## src/rtl/uart_pkg.sv

```systemverilog
// Shared widths and types for the UART receive-to-loader word path.
package uart_pkg;
  localparam int BYTE_W         = 8;
  localparam int WORD_W         = 32;
  localparam int BYTES_PER_WORD = 4;

  typedef logic [BYTE_W-1:0] byte_t;
  typedef logic [WORD_W-1:0] word_t;
endpackage

```

## src/rtl/word_fifo.sv

```systemverilog
// Synchronous show-ahead FIFO; head/level update the cycle after push/pop.
// A push while full is accepted only when a pop frees the slot in the same cycle.
module word_fifo #(
  parameter int  DEPTH = 16,
  parameter int  W     = 32,
  localparam int AW    = $clog2(DEPTH),
  localparam int PW    = AW + 1
) (
  input  logic          clk,
  input  logic          rst,
  input  logic          flush,
  input  logic          push,
  input  logic [W-1:0]  push_data,
  input  logic          pop,
  output logic          full,
  output logic          empty,
  output logic [PW-1:0] level,
  output logic [W-1:0]  head
);
  logic [W-1:0]  mem [DEPTH];
  logic [PW-1:0] wr_ptr;
  logic [PW-1:0] rd_ptr;
  logic          do_push;
  logic          do_pop;

  // Pointers carry one extra bit so full and empty are distinguishable.
  assign level   = wr_ptr - rd_ptr;
  assign full    = (level == PW'(DEPTH));
  assign empty   = (level == '0);
  assign do_pop  = pop & ~empty & ~flush;
  assign do_push = push & (~full | do_pop) & ~flush;
  assign head    = empty ? '0 : mem[rd_ptr[AW-1:0]];

  always_ff @(posedge clk) begin
    if (rst || flush) begin
      wr_ptr <= '0;
      rd_ptr <= '0;
    end else begin
      if (do_push) wr_ptr <= wr_ptr + 1'b1;
      if (do_pop)  rd_ptr <= rd_ptr + 1'b1;
    end
  end

  always_ff @(posedge clk) begin
    if (do_push) mem[wr_ptr[AW-1:0]] <= push_data;
  end
endmodule

```

## src/rtl/uart_word_assembler.sv

```systemverilog
// Packs UART bytes little-endian into 32-bit words queued for the loader; word visible 1 cycle after 4th byte.
// No backpressure to the receiver: a word completing into a full FIFO is dropped and flagged.
module uart_word_assembler
  import uart_pkg::*;
#(
  parameter int DEPTH = 16
) (
  input  logic                     clk,
  input  logic                     rst,
  input  logic                     rx_valid,
  input  logic [7:0]               rx_data,
  input  logic                     rx_ferr,
  input  logic                     flush,
  input  logic                     clr_err,
  output logic                     word_valid,
  output logic [31:0]              word_data,
  input  logic                     word_ready,
  output logic [$clog2(DEPTH):0]   level,
  output logic                     overflow,
  output logic                     ferr_seen
);
  logic [1:0]                                cnt;
  logic [(BYTES_PER_WORD-1)*BYTE_W-1:0]      hold;
  logic                                      good;
  logic                                      bad;
  logic                                      last;
  logic                                      push_word;
  logic                                      pop;
  logic                                      fifo_full;
  logic                                      fifo_empty;
  logic                                      ovf_evt;
  word_t                                     push_data;
  word_t                                     head;

  // Flush swallows any byte strobe arriving in the same cycle.
  assign good      = rx_valid & ~rx_ferr & ~flush;
  assign bad       = rx_valid &  rx_ferr & ~flush;
  assign last      = (cnt == 2'(BYTES_PER_WORD - 1));
  assign push_word = good & last;
  assign push_data = {rx_data, hold};
  assign pop       = word_valid & word_ready;
  assign ovf_evt   = push_word & fifo_full & ~pop;

  always_ff @(posedge clk) begin
    if (rst) begin
      cnt       <= '0;
      hold      <= '0;
      overflow  <= 1'b0;
      ferr_seen <= 1'b0;
    end else begin
      if (flush || bad) begin
        cnt <= '0;
      end else if (good) begin
        cnt <= last ? 2'd0 : cnt + 2'd1;
        case (cnt)
          2'd0:    hold[7:0]   <= rx_data;
          2'd1:    hold[15:8]  <= rx_data;
          2'd2:    hold[23:16] <= rx_data;
          default: ;
        endcase
      end
      // A new error event in the same cycle as clr_err wins.
      overflow  <= (overflow  & ~clr_err) | ovf_evt;
      ferr_seen <= (ferr_seen & ~clr_err) | bad;
    end
  end

  word_fifo #(
    .DEPTH (DEPTH),
    .W     (WORD_W)
  ) u_fifo (
    .clk       (clk),
    .rst       (rst),
    .flush     (flush),
    .push      (push_word),
    .push_data (push_data),
    .pop       (pop),
    .full      (fifo_full),
    .empty     (fifo_empty),
    .level     (level),
    .head      (head)
  );

  assign word_valid = ~fifo_empty;
  assign word_data  = head;
endmodule

```

## config.mk

```make
export PLATFORM = sky130hd
export DESIGN_NAME = uart_word_assembler
export DESIGN_NICKNAME = d
export VERILOG_FILES = /design/src/rtl/uart_pkg.sv /design/src/rtl/word_fifo.sv /design/src/rtl/uart_word_assembler.sv
export SDC_FILE = /design/constraint.sdc
export NUM_CORES = 1
export LEC_CHECK = 0
export BUFFER_PORTS_ARGS = -buffer_cell sky130_fd_sc_hd__buf_2
export CAP_MARGIN = 20
export CORE_MARGIN = 3
export CORE_UTILIZATION = 55
export CTS_CLUSTER_DIAMETER = 150
export DETAILED_ROUTE_END_ITERATION = 8
export GPL_TIMING_DRIVEN = 1
export HOLD_SLACK_MARGIN = 0.1
export MAX_ROUTING_LAYER = met4
export PLACE_DENSITY = 0.72
export SYNTH_ARGS = -nofsm -noshare
export SYNTH_HDL_FRONTEND = slang
export SYNTH_SLANG_ARGS = --single-unit
export TNS_END_PERCENT = 5
```

## constraint.sdc

```tcl
create_clock -name clk -period 6.6 [get_ports clk]
set_input_delay 0.33 -clock clk [delete_from_list [all_inputs] [get_ports clk]]
set_output_delay 0.33 -clock clk [all_outputs]
set_load 0.02 [all_outputs]
```

# After elaboration in Yosys (flattened, before gate mapping)

Memories as Yosys holds them, arrays and structs flattened. A register that Yosys moved wholly into a read port is not among the register bits.
Cells that the tools add are included.

Equality and inequality tests: 4
Reduce and logical (&&, ||, !) cells: 8
Bitwise operators: 24
Add/subtract/negate cells: 4
Muxes and demuxes: 6

Operators with widths:

| cell                                                 | number |
|---|---|
| 2-to-1 mux 32 bit                                    | 1 |
| bitwise AND 1 bit                                    | 14 |
| adder 5 x 1 -> 5 bit (second input constant)         | 2 |
| AND reduction 3 bit                                  | 3 |
| 2-to-1 mux 4 bit                                     | 2 |
| inverter 1 bit                                       | 7 |
| equality test 5 bit (second input constant)          | 1 |
| zero test 5 bit                                      | 1 |
| subtractor 5 bit                                     | 1 |
| equality test 2 bit (second input constant)          | 2 |
| OR 1 bit                                             | 3 |
| adder 2 x 1 -> 2 bit (second input constant)         | 1 |
| equality test 2 x 1 -> 1 bit (second input constant) | 1 |
| zero test 2 bit                                      | 1 |
| logical OR 1 bit                                     | 2 |
| 2-to-1 mux 1 bit                                     | 2 |
| 2-to-1 mux 2 bit                                     | 1 |
| OR reduction 2 bit                                   | 1 |

Memories kept: 1
Bits in registers: 38
Memory bits (writable): 512
Logic and storage cells: 55
Output and inout bits: 40
Input bits: 15

Memories:

| name       | depth | width | rd ports | clocked after Yosys merged registers in | wr ports | RTL line        | source |
|---|---|---|---|---|---|---|---|
| u_fifo.mem | 16    | 32    | 1        | 1                                       | 1        | word_fifo.sv:20 | `logic [W-1:0] mem [DEPTH];` |

# Logic depth before layout (Yosys ltp)

Gate-level depths: netlist of run 1.

Word-level depth: 11
Gate-level depth with buffers: 10
Gate-level depth less buffers: 10

# By module

A second synthesis of run 1 with hierarchy kept.

Cell total of the unflattened synthesis: 987
Area, all modules: 21632.0 um^2

Modules (own cells, without submodules):

| module              | area an instance (um^2) | cells an instance | instances | sequential area each (um^2) |
|---|---|---|---|---|
| word_fifo           | 20362.0                 | 868               | 1         | 15655.0 |
| uart_word_assembler | 1270.0                  | 119               | 1         | 560.5 |

# Worst setup path before layout of run 1

No wires, ideal clock.

Kind: register -> register
Start point: register u_fifo.wr_ptr[0]
End point: memory u_fifo.mem[1][0], enable pin
Period minus slack after synthesis: 5219 ps
Required time: 6139 ps
Data arrival time: 4758 ps
Stages on the path, launching flop included: 10
Setup slack: 1381 ps
Library setup time: 461 ps
Buffers on the path: 0
Cells stage by stage: dfxtp_1 > inv_1 > ha_1 > fa_1 > xnor2_1 > a211oi_1 > or2_1 > a31oi_1 > nand2_1 > nor3_1

Longest elaborated chain between the ends: 11
Elaborated cells between the ends (all ways): 13

Ends and longest elaborated chain:

| element                                  | RTL line                                   | source |
|---|---|---|
| from (decl)                              | word_fifo.sv:21                            | `logic [PW-1:0] wr_ptr;` |
| from (signal assigned)                   | word_fifo.sv:39                            | `if (do_push) wr_ptr <= wr_ptr + 1'b1;` |
| subtractor 5 bit *                       | word_fifo.sv:27                            | `assign level = wr_ptr - rd_ptr;` |
| net level[2]                             | uart_word_assembler.sv:18                  | `output logic [$clog2(DEPTH):0] level,` |
| zero test 5 bit                          | word_fifo.sv:29                            | `assign empty = (level == '0);` |
| inverter 1 bit                           | word_fifo.sv:30, uart_word_assembler.sv:84 |  |
| bitwise AND 1 bit                        | uart_word_assembler.sv:41                  | `assign pop = word_valid & word_ready;` |
| bitwise AND 1 bit (2 in series)          | word_fifo.sv:30                            | `assign do_pop = pop & ~empty & ~flush;` |
| OR 1 bit *                               | word_fifo.sv:31                            | `assign do_push = push & (~full \| do_pop) & ~flush;` |
| bitwise AND 1 bit * (2 in series)        | word_fifo.sv:31                            |  |
| 2-to-1 mux 1 bit *                       | word_fifo.sv:45                            | `if (do_push) mem[wr_ptr[AW-1:0]] <= push_data;` |
| 2-to-1 mux 1 bit (implied by the code) * | word_fifo.sv:45                            |  |
| to (decl)                                | word_fifo.sv:20                            |  |

The timed path passes the listed nets; every way through them passes the cells marked *.

# Final worst setup path of run 1

Start point: register u_fifo.wr_ptr[0]
End point: memory u_fifo.mem[6][10], enable pin

Longest elaborated chain between the ends: 11
Elaborated cells between the ends (all ways): 13

Ends and longest elaborated chain:

| element                                | RTL line |
|---|---|
| subtractor 5 bit                       | word_fifo.sv:27 |
| zero test 5 bit                        | word_fifo.sv:29 |
| inverter 1 bit                         | word_fifo.sv:30, uart_word_assembler.sv:84 |
| bitwise AND 1 bit                      | uart_word_assembler.sv:41 |
| bitwise AND 1 bit (2 in series)        | word_fifo.sv:30 |
| OR 1 bit                               | word_fifo.sv:31 |
| bitwise AND 1 bit (2 in series)        | word_fifo.sv:31 |
| 2-to-1 mux 1 bit                       | word_fifo.sv:45 |
| 2-to-1 mux 1 bit (implied by the code) | word_fifo.sv:45 |

Parallel ways exist; a longest one is shown, timed or not.

==> results.py, run 1 <==
metrics = {
    "run_status": {
        "outcome": "completed",
    },
    "synthesis": {
        "synth_simple_gate_area_share_pct": 3.39,
        "dominant_combinational_cell_family_by_area_after_synthesis": "multiplexers",
        "yosys.area_share.xor_xnor_pct": 0.288,
        "synth-seq-cells": 554,
        "netlist_instances": 991,
        "number_of_enable_type_register_cells_in_the_synthesized_netlist": 512,
        "yosys.cell_count.top_type": "sky130_fd_sc_hd__edfxtp_1",
        "yosys-top-cells-count": "sky130_fd_sc_hd__edfxtp_1, sky130_fd_sc_hd__mux4_2, sky130_fd_sc_hd__nand2_1, sky130_fd_sc_hd__dfxtp_1, sky130_fd_sc_hd__a21oi_1",
        "synth_top_flop_cell": "sky130_fd_sc_hd__edfxtp_1",
        "synth.yosys.seq_area_share_pct": 76.2,
        "synth_top_area_share_pct": 72.2,
        "yosysWarningCount": 0,
        "syn-num-nets": 1020,
        "synth_area_leader_cell": "sky130_fd_sc_hd__edfxtp_1",
        "ys_top_cells_by_area": "sky130_fd_sc_hd__edfxtp_1, sky130_fd_sc_hd__mux4_2, sky130_fd_sc_hd__dfxtp_1, sky130_fd_sc_hd__nand2_1, sky130_fd_sc_hd__and2_1",
        "synth_compound_gate_area_share_pct": 1.15,
        "syn-cell-area_mm2": 0.0213,
        "post_synth_mux_area_share_pct": 17.0,
        "synth_fa_ha_area_share_pct": 0.858,
        "async_flop_share_pct": 0,
        "post_synthesis_mean_instance_area_um2": 21.5,
        "synth.distinct_cells": 34,
    },
    "timing": {
        "timing_max_transition_violations_final": 0,
        "finalSetupTns_ns": 0,
        "unrepaired_setup_endpoints_after_global_routing": "false",
        "worst_slew_pin_slew_ns": 1.08,
        "maxClockFrequency_mhz": 245,
        "finClkSkew_ns": 0.0223,
        "timing.max_slew.rel_slack_pct": 28.3,
        "timing_hold_violations_final": 0,
        "number_of_setup_violations_in_the_final_report": 0,
        "layout_min_cycle_time_ns": 4.08,
        "post-route-period-util_pct": 61.7,
    },
    "global_routing": {
        "grt-ovfl-total": 0,
        "grt_start_max_net_pins": 59,
        "grt_pass1_vias": 10363,
        "initial_antenna_violation_count": 0,
        "wire_length_of_the_first_global_routing_pass_mm": 64.8,
        "grt.total_usage_pct": 21.6,
    },
    "power_and_ir_drop": {
        "power.density_mw_per_mm2": 275,
        "maximum_vdd_drop_mv": 0.213,
        "netSwitchingPower_mw": 1.24,
        "p_int_mw": 5.38,
        "pwr-share-seq_pct": 57.5,
        "power_frac_comb_pct": 0.6,
        "netSwitchingFraction_pct": 18.8,
        "clockPowerShare_pct": 41.9,
        "post-layout-total-power_mw": 6.62,
        "cellLeakagePower_nw": 7.08,
    },
    "drt": {
        "topRoutingLayerUsed": "met4",
        "dr_wl_met3_mm": 2.40,
        "drt_iter0_drc": 810,
        "route.layer.met1.wl_mm": 17.7,
        "antenna_left": 0,
        "dr.pass1.iters": 5,
        "wl_mm": 42.1,
        "met2RoutedLength_mm": 21.4,
        "post_drt_via_cell_ratio": 6.09,
        "post-route-drc-count": 0,
        "routedWlPerCell_um": 25.8,
        "via_count": 9953,
    },
    "job": {
        "max_cap_violations": 0,
    },
    "cts": {
        "clock_tree.htree_level_count": 2,
        "clock_tree.root_cell": "sky130_fd_sc_hd__clkbuf_16",
        "clk_latency_ns": 0.57,
        "clock_tree.buffer_depth": 3,
        "clock_sink_count": 554,
        "cts.clk_slew.worst_paths_ns": 0.06,
        "post_cts.resized_instances": 0,
        "cts_buffers": 52,
        "cts_tree": "built",
        "post_cts_buffers": 0,
        "holdBufCountCts": 6,
    },
    "floorplanning": {
        "std_cell_rows": 71,
        "die_width_um": 203,
        "ios": 55,
        "area_of_the_die_mm2": 0.0411,
        "core_region_area_mm2": 0.0379,
        "die_height_um": 203,
        "initial_core_util_pct": 56.1,
    },
    "worst_setup_path": {
        "required_ns": 6.84,
        "timing.critical_path.slowest_stage_cell": "sky130_fd_sc_hd__nor2_4",
        "endpoint_kind": "flip-flop",
        "crit_path_max_incr_delay_ns": 0.58,
        "worst_ep_arrival_time_ns": 4.31,
        "critical_path_s_top_delay_family": "simple AND/OR/NAND/NOR gates",
        "path_class": "flip-flop to flip-flop",
        "worstSetupStartpointType": "flip-flop",
        "worst-path-buf-inv": 2,
        "crit_path_max_fanout": 17,
        "worstPathCellList": "inv_1, ha_1, fa_1, xnor2_1, a211oi_1, or2_1, a31oi_1, nand2_1, nor2_4, buf_4",
    },
    "cells_and_area": {
        "antenna_cells": 0,
        "area_growth_pct": 13.2,
        "design.final.nets": 1110,
        "final_layout_size_suffix_gt1_share_pct": 29.5,
        "layout.cells.non_filler": 1634,
        "fin_util_pct": 63.6,
    },
    "placed_design": {
        "placedCellCount": 1529,
        "place.port_buffers": 54,
        "place_hpwl_mm": 23.8,
        "gpl.final_weighted_congestion": 0.790,
    },
    "min_path": {
        "min-delay-path-class": "primary input to flip-flop",
    },
}
==> metal layers <==
metal | vias to the layer above | global-route usage, %
li1 | 4243 | -
met1 | 5335 | 30.8
met2 | 328 | 34.7
met3 | 47 | 3.08
met4 | 0 | 4.06
met5 | - | -
==> layout by cell type, fill, tap and decap left out, drive strengths merged, types with 2 or more instances in the layout <==
| cell type | count |
|---|---|
| a21oi | 36 |
| edfxtp | 512 |
| nand3 | 2 |
| or3 | 5 |
| o21ai | 5 |
| dlygate4sd3 | 6 |
| xor2 | 3 |
| nor2 | 24 |
| nand4 | 3 |
| mux2i | 2 |
| inv | 15 |
| clkbuf | 73 |
| dfxtp | 42 |
| nand2 | 59 |
| nand2b | 7 |
| buf | 77 |
| nand3b | 4 |
| nor3 | 5 |
| mux4 | 160 |
| or2 | 2 |
| and2 | 35 |
| xnor2 | 4 |
| clkinv | 20 |
| ha | 13 |
==> final cells by class <==
class / instances / area, um2
clock buffers: 73 / 1450
clock inverters: 23 / 140
fillers: 2482 / 13800
inverters: 13 / 48.8
multi-input cells: 377 / 4940
flip-flops and latches: 554 / 16200
well taps: 511 / 639
repair buffers: 83 / 656
==> logic make-up (layout without fill, tap and decap cells) <==
| family | after synthesis | count (layout) |
|---|---|---|
| muxes | 162 | 162 |
| and+or+nand+nor | 148 | 148 |
| adders and majority gates | 14 | 14 |
| DFF | 554 | 554 |
| xor gates and xnor gates | 7 | 7 |
| AOI/OAI and AO/OA | 46 | 46 |
| buffers and inverters | 60 | 192 |
==> stage by stage <==
step	area (um2)	setup WS, ns	hold slack, ns
after floorplan	21300	1.38	0.429
after global placement	22300	2.63	0.455
after detailed placement	22400	2.52	0.474
after CTS	24000	2.44	0.102
after global routing	24100	2.20	0.135
final	24100	2.52	0.128
==> sequential cells by signal, summed over array words and instances, names as in the netlist, named ones only <==
| name | count |
|---|---|
| u_fifo.mem | 512 |
| hold | 24 |
| u_fifo.rd_ptr | 5 |
| u_fifo.wr_ptr | 5 |
| cnt | 2 |
| ferr_seen | 1 |
| overflow | 1 |
==> power groups by stage <==
stage	combinational, mW	sequential [mW]	clock (mW)
after global placement	0.0354	3.88	0
after CTS	0.0385	3.81	2.82
final	0.0388	3.81	2.78
after detailed placement	0.0364	3.88	0
after global routing	0.0424	3.81	2.96
after floorplan	0.0122	3.88	0
==> worst reg2reg max path: stages, from the launching register on <==
cell	delay, ns
sky130_fd_sc_hd__dfxtp_1	0.42
sky130_fd_sc_hd__inv_1	0.12
sky130_fd_sc_hd__ha_1	0.22
sky130_fd_sc_hd__fa_1	0.41
sky130_fd_sc_hd__xnor2_1	0.29
sky130_fd_sc_hd__a211oi_1	0.11
sky130_fd_sc_hd__or2_1	0.28
sky130_fd_sc_hd__a31oi_1	0.50
sky130_fd_sc_hd__nand2_1	0.34
sky130_fd_sc_hd__nor2_4	0.59
sky130_fd_sc_hd__buf_4	0.47
==> path summary, 6_finish.rpt <==
kind | startpoint | endpoint | slack, ns | cells past startpoint
hold reg to reg | overflow$_SDFF_PP0_ | overflow$_SDFF_PP0_ | 0.48 | 2
hold / removal | flush | u_fifo.wr_ptr[3]$_SDFFE_PP0P_ | 0.13 | 3
setup reg to reg | u_fifo.wr_ptr[0]$_SDFFE_PP0P_ | u_fifo.mem[6][10]$_DFFE_PP_ | 2.52 | 10
setup / recovery | u_fifo.wr_ptr[0]$_SDFFE_PP0P_ | u_fifo.mem[6][10]$_DFFE_PP_ | 2.52 | 10
Power figures use the tool's default switching activity.
==> run 2: changes to the inputs <==
--- a/config.mk
+++ b/config.mk
@@ -14,7 +14,7 @@
 export GPL_TIMING_DRIVEN = 1
 export HOLD_SLACK_MARGIN = 0.1
 export MAX_ROUTING_LAYER = met4
-export PLACE_DENSITY = 0.72
+export PLACE_DENSITY = 0.74
 export SYNTH_ARGS = -nofsm -noshare
 export SYNTH_HDL_FRONTEND = slang
 export SYNTH_SLANG_ARGS = --single-unit
==> constraint.sdc (replaced) <==
create_clock -name clk -period 3.7 [get_ports clk]
set_input_delay 0.185 -clock clk [delete_from_list [all_inputs] [get_ports clk]]
set_output_delay 0.185 -clock clk [all_outputs]
set_load 0.02 [all_outputs]
==> run 2 against run 1 <==
Against the previous run:
- worst setup slack got worse by 2.3 ns
- register-to-register slack worse by 2.2 ns
- flip-flop and latch count unchanged
- highest routed layer unchanged
- clock skew down 0.0086 ns
- count of clock-buffer cells in the layout grew 5
- die area unchanged
- total power is 86% higher
- global-route usage grew 1.2 points
- design area increased by 2.2%
- sequential share of layout area fell by 1.5 points
- largest power group unchanged
==> results.py, run 2 (same netlist as run 1, synthesis figures left out) <==
metrics = {
    "global_routing": {
        "grt-ovfl-total": 0,
        "initial_antenna_violation_count": 1,
        "grt_start_max_net_pins": 129,
        "grt.total_usage_pct": 22.8,
        "grt_pass1_vias": 10522,
        "wire_length_of_the_first_global_routing_pass_mm": 67.7,
    },
    "power_and_ir_drop": {
        "maximum_vdd_drop_mv": 0.410,
        "clockPowerShare_pct": 44.1,
        "netSwitchingPower_mw": 2.29,
        "pwr-share-seq_pct": 55.3,
        "p_int_mw": 10.0,
        "power.density_mw_per_mm2": 499,
        "netSwitchingFraction_pct": 18.6,
        "power_frac_comb_pct": 0.6,
        "cellLeakagePower_nw": 7.28,
    },
    "cells_and_area": {
        "finish.instance_area_mm2": 0.0246,
        "layout.cells.most_common_list": "sky130_fd_sc_hd__edfxtp_1, sky130_fd_sc_hd__mux4_2, sky130_fd_sc_hd__nand2_1",
        "num-fill-cells": 2451,
        "design.final.nets": 1137,
        "area_growth_pct": 15.7,
        "max_reg_flops": 512,
        "layout.cells.non_filler": 1666,
        "final_layout_size_suffix_gt1_share_pct": 31.4,
        "most_common_cell_after_layout_fill_and_taps_aside": "sky130_fd_sc_hd__edfxtp_1",
    },
    "placed_design": {
        "placedCellCount": 1546,
        "placed_area_mm2": 0.0227,
        "place_hpwl_mm": 24.1,
        "dp_worst_setup_slack_ns": 0.343,
        "place.port_buffers": 54,
        "gpl.final_weighted_congestion": 0.789,
    },
    "floorplanning": {
        "die_width_um": 203,
        "area_of_the_die_mm2": 0.0411,
        "ios": 55,
        "std_cell_rows": 71,
        "die_height_um": 203,
        "initial_core_util_pct": 56.1,
        "core_region_area_mm2": 0.0379,
    },
    "min_path": {
        "min-delay-path-class": "primary input to flip-flop",
    },
    "timing": {
        "post-route-period-util_pct": 94.4,
        "maxClockFrequency_mhz": 286,
        "finalSetupTns_ns": 0,
        "timing_max_transition_violations_final": 0,
        "unrepaired_setup_endpoints_after_global_routing": "false",
        "worst_slew_pin_slew_ns": 0.912,
        "timing_hold_violations_final": 0,
        "layout_min_cycle_time_ns": 3.49,
        "timing.max_slew.rel_slack_pct": 39.2,
        "layout_setup_ws_ns": 0.208,
        "number_of_setup_violations_in_the_final_report": 0,
        "hold_slack_ns": 0.155,
        "finClkSkew_ns": 0.0137,
    },
    "drt": {
        "routedWlPerCell_um": 26.5,
        "post_drt_via_cell_ratio": 6.16,
        "post-route-drc-count": 0,
        "dr.pass1.iters": 7,
        "wl_mm": 44.1,
        "drt_iter0_drc": 976,
        "via_count": 10262,
        "antenna_left": 0,
    },
    "cts": {
        "clock_tree.root_cell": "sky130_fd_sc_hd__clkbuf_16",
        "post_cts_buffers": 0,
        "clock_tree.buffer_depth": 3,
        "clock_sink_count": 554,
        "cts_tree": "built",
        "cts.clk_slew.worst_paths_ns": 0.06,
        "clock_tree.htree_level_count": 2,
        "cts_buffers": 54,
        "clk_latency_ns": 0.57,
    },
    "worst_setup_path": {
        "worst_ep_arrival_time_ns": 3.31,
        "endpoint_kind": "primary output",
        "path_class": "flip-flop to primary output",
        "timing.reg2reg.setup_slack_ns": 0.31,
        "required_ns": 3.51,
        "crit_path_max_fanout": 33,
        "worstSetupStartpointType": "flip-flop",
    },
    "run_status": {
        "outcome": "completed",
    },
    "job": {
        "max_cap_violations": 0,
    },
}
run 2: per-layer routing:
layer	GRT usage, %	share of wire (%)	up-vias
met5	-	0	-
met1	33.3	41	5423
met2	34.7	49	464
li1	-	-	4307
met4	5.84	2.1	0
met3	3.61	7.8	68
run 2: layout make-up:
cell class	count	area [um2]	share of cell area [%]
sequential	554	16200	65.8
antenna	1	2.50	0.0102
clock inverter	24	199	0.807
inverter	13	48.8	0.198
clock buffer	78	1600	6.47
multi-input combinational	377	4990	20.2
tap	511	639	2.59
timing repair buffer	108	945	3.83
run 2: path summary, 6_finish.rpt:
kind / start / to / depth (start not counted)
setup / recovery: u_fifo.wr_ptr[0]$_SDFFE_PP0P_ / word_data[1] / 11
hold / removal: rst / overflow$_SDFF_PP0_ / 2
setup reg to reg: u_fifo.wr_ptr[0]$_SDFFE_PP0P_ / u_fifo.mem[6][10]$_DFFE_PP_ / 10
hold reg to reg: overflow$_SDFF_PP0_ / overflow$_SDFF_PP0_ / 2
run 2: critical path: stages (launching register included):
cell                       delay (ns)
sky130_fd_sc_hd__dfxtp_1         0.41
sky130_fd_sc_hd__inv_1           0.12
sky130_fd_sc_hd__ha_1            0.23
sky130_fd_sc_hd__fa_1            0.43
sky130_fd_sc_hd__nand2b_1        0.18
sky130_fd_sc_hd__a21oi_1         0.16
sky130_fd_sc_hd__xnor2_1         0.30
sky130_fd_sc_hd__nor2_4          0.12
sky130_fd_sc_hd__inv_1           0.11
sky130_fd_sc_hd__buf_6           0.30
sky130_fd_sc_hd__and2_1          0.21
sky130_fd_sc_hd__buf_2           0.17
run 2: repair_timing:
item / CTS / global route
hold endpoints to repair: 157 / 0
hold buffers: 16 / 0
pin swaps: 0 / 0
setup endpoints to repair: 1 / 32
resized for setup: 1 / 2
run 2: power groups by stage:
stage | Combinational, mW | Clock [mW] | Sequential (mW)
2_1_floorplan | 0.0217 | 0 | 6.92
3_3_place_gp | 0.0646 | 0 | 6.92
3_5_place_dp | 0.0666 | 0 | 6.93
4_1_cts | 0.0787 | 5.50 | 6.79
5_1_grt | 0.0853 | 5.77 | 6.79
6_report | 0.0789 | 5.42 | 6.79
run 2: stage by stage:
step / power [mW] / util (%)
detailed placement: 6.99 / 59.7
floorplan: 6.94 / -
finish: 12.3 / 65.0
global route: 12.6 / 65.0
global placement: 6.99 / 59.7
CTS: 12.4 / 64.9
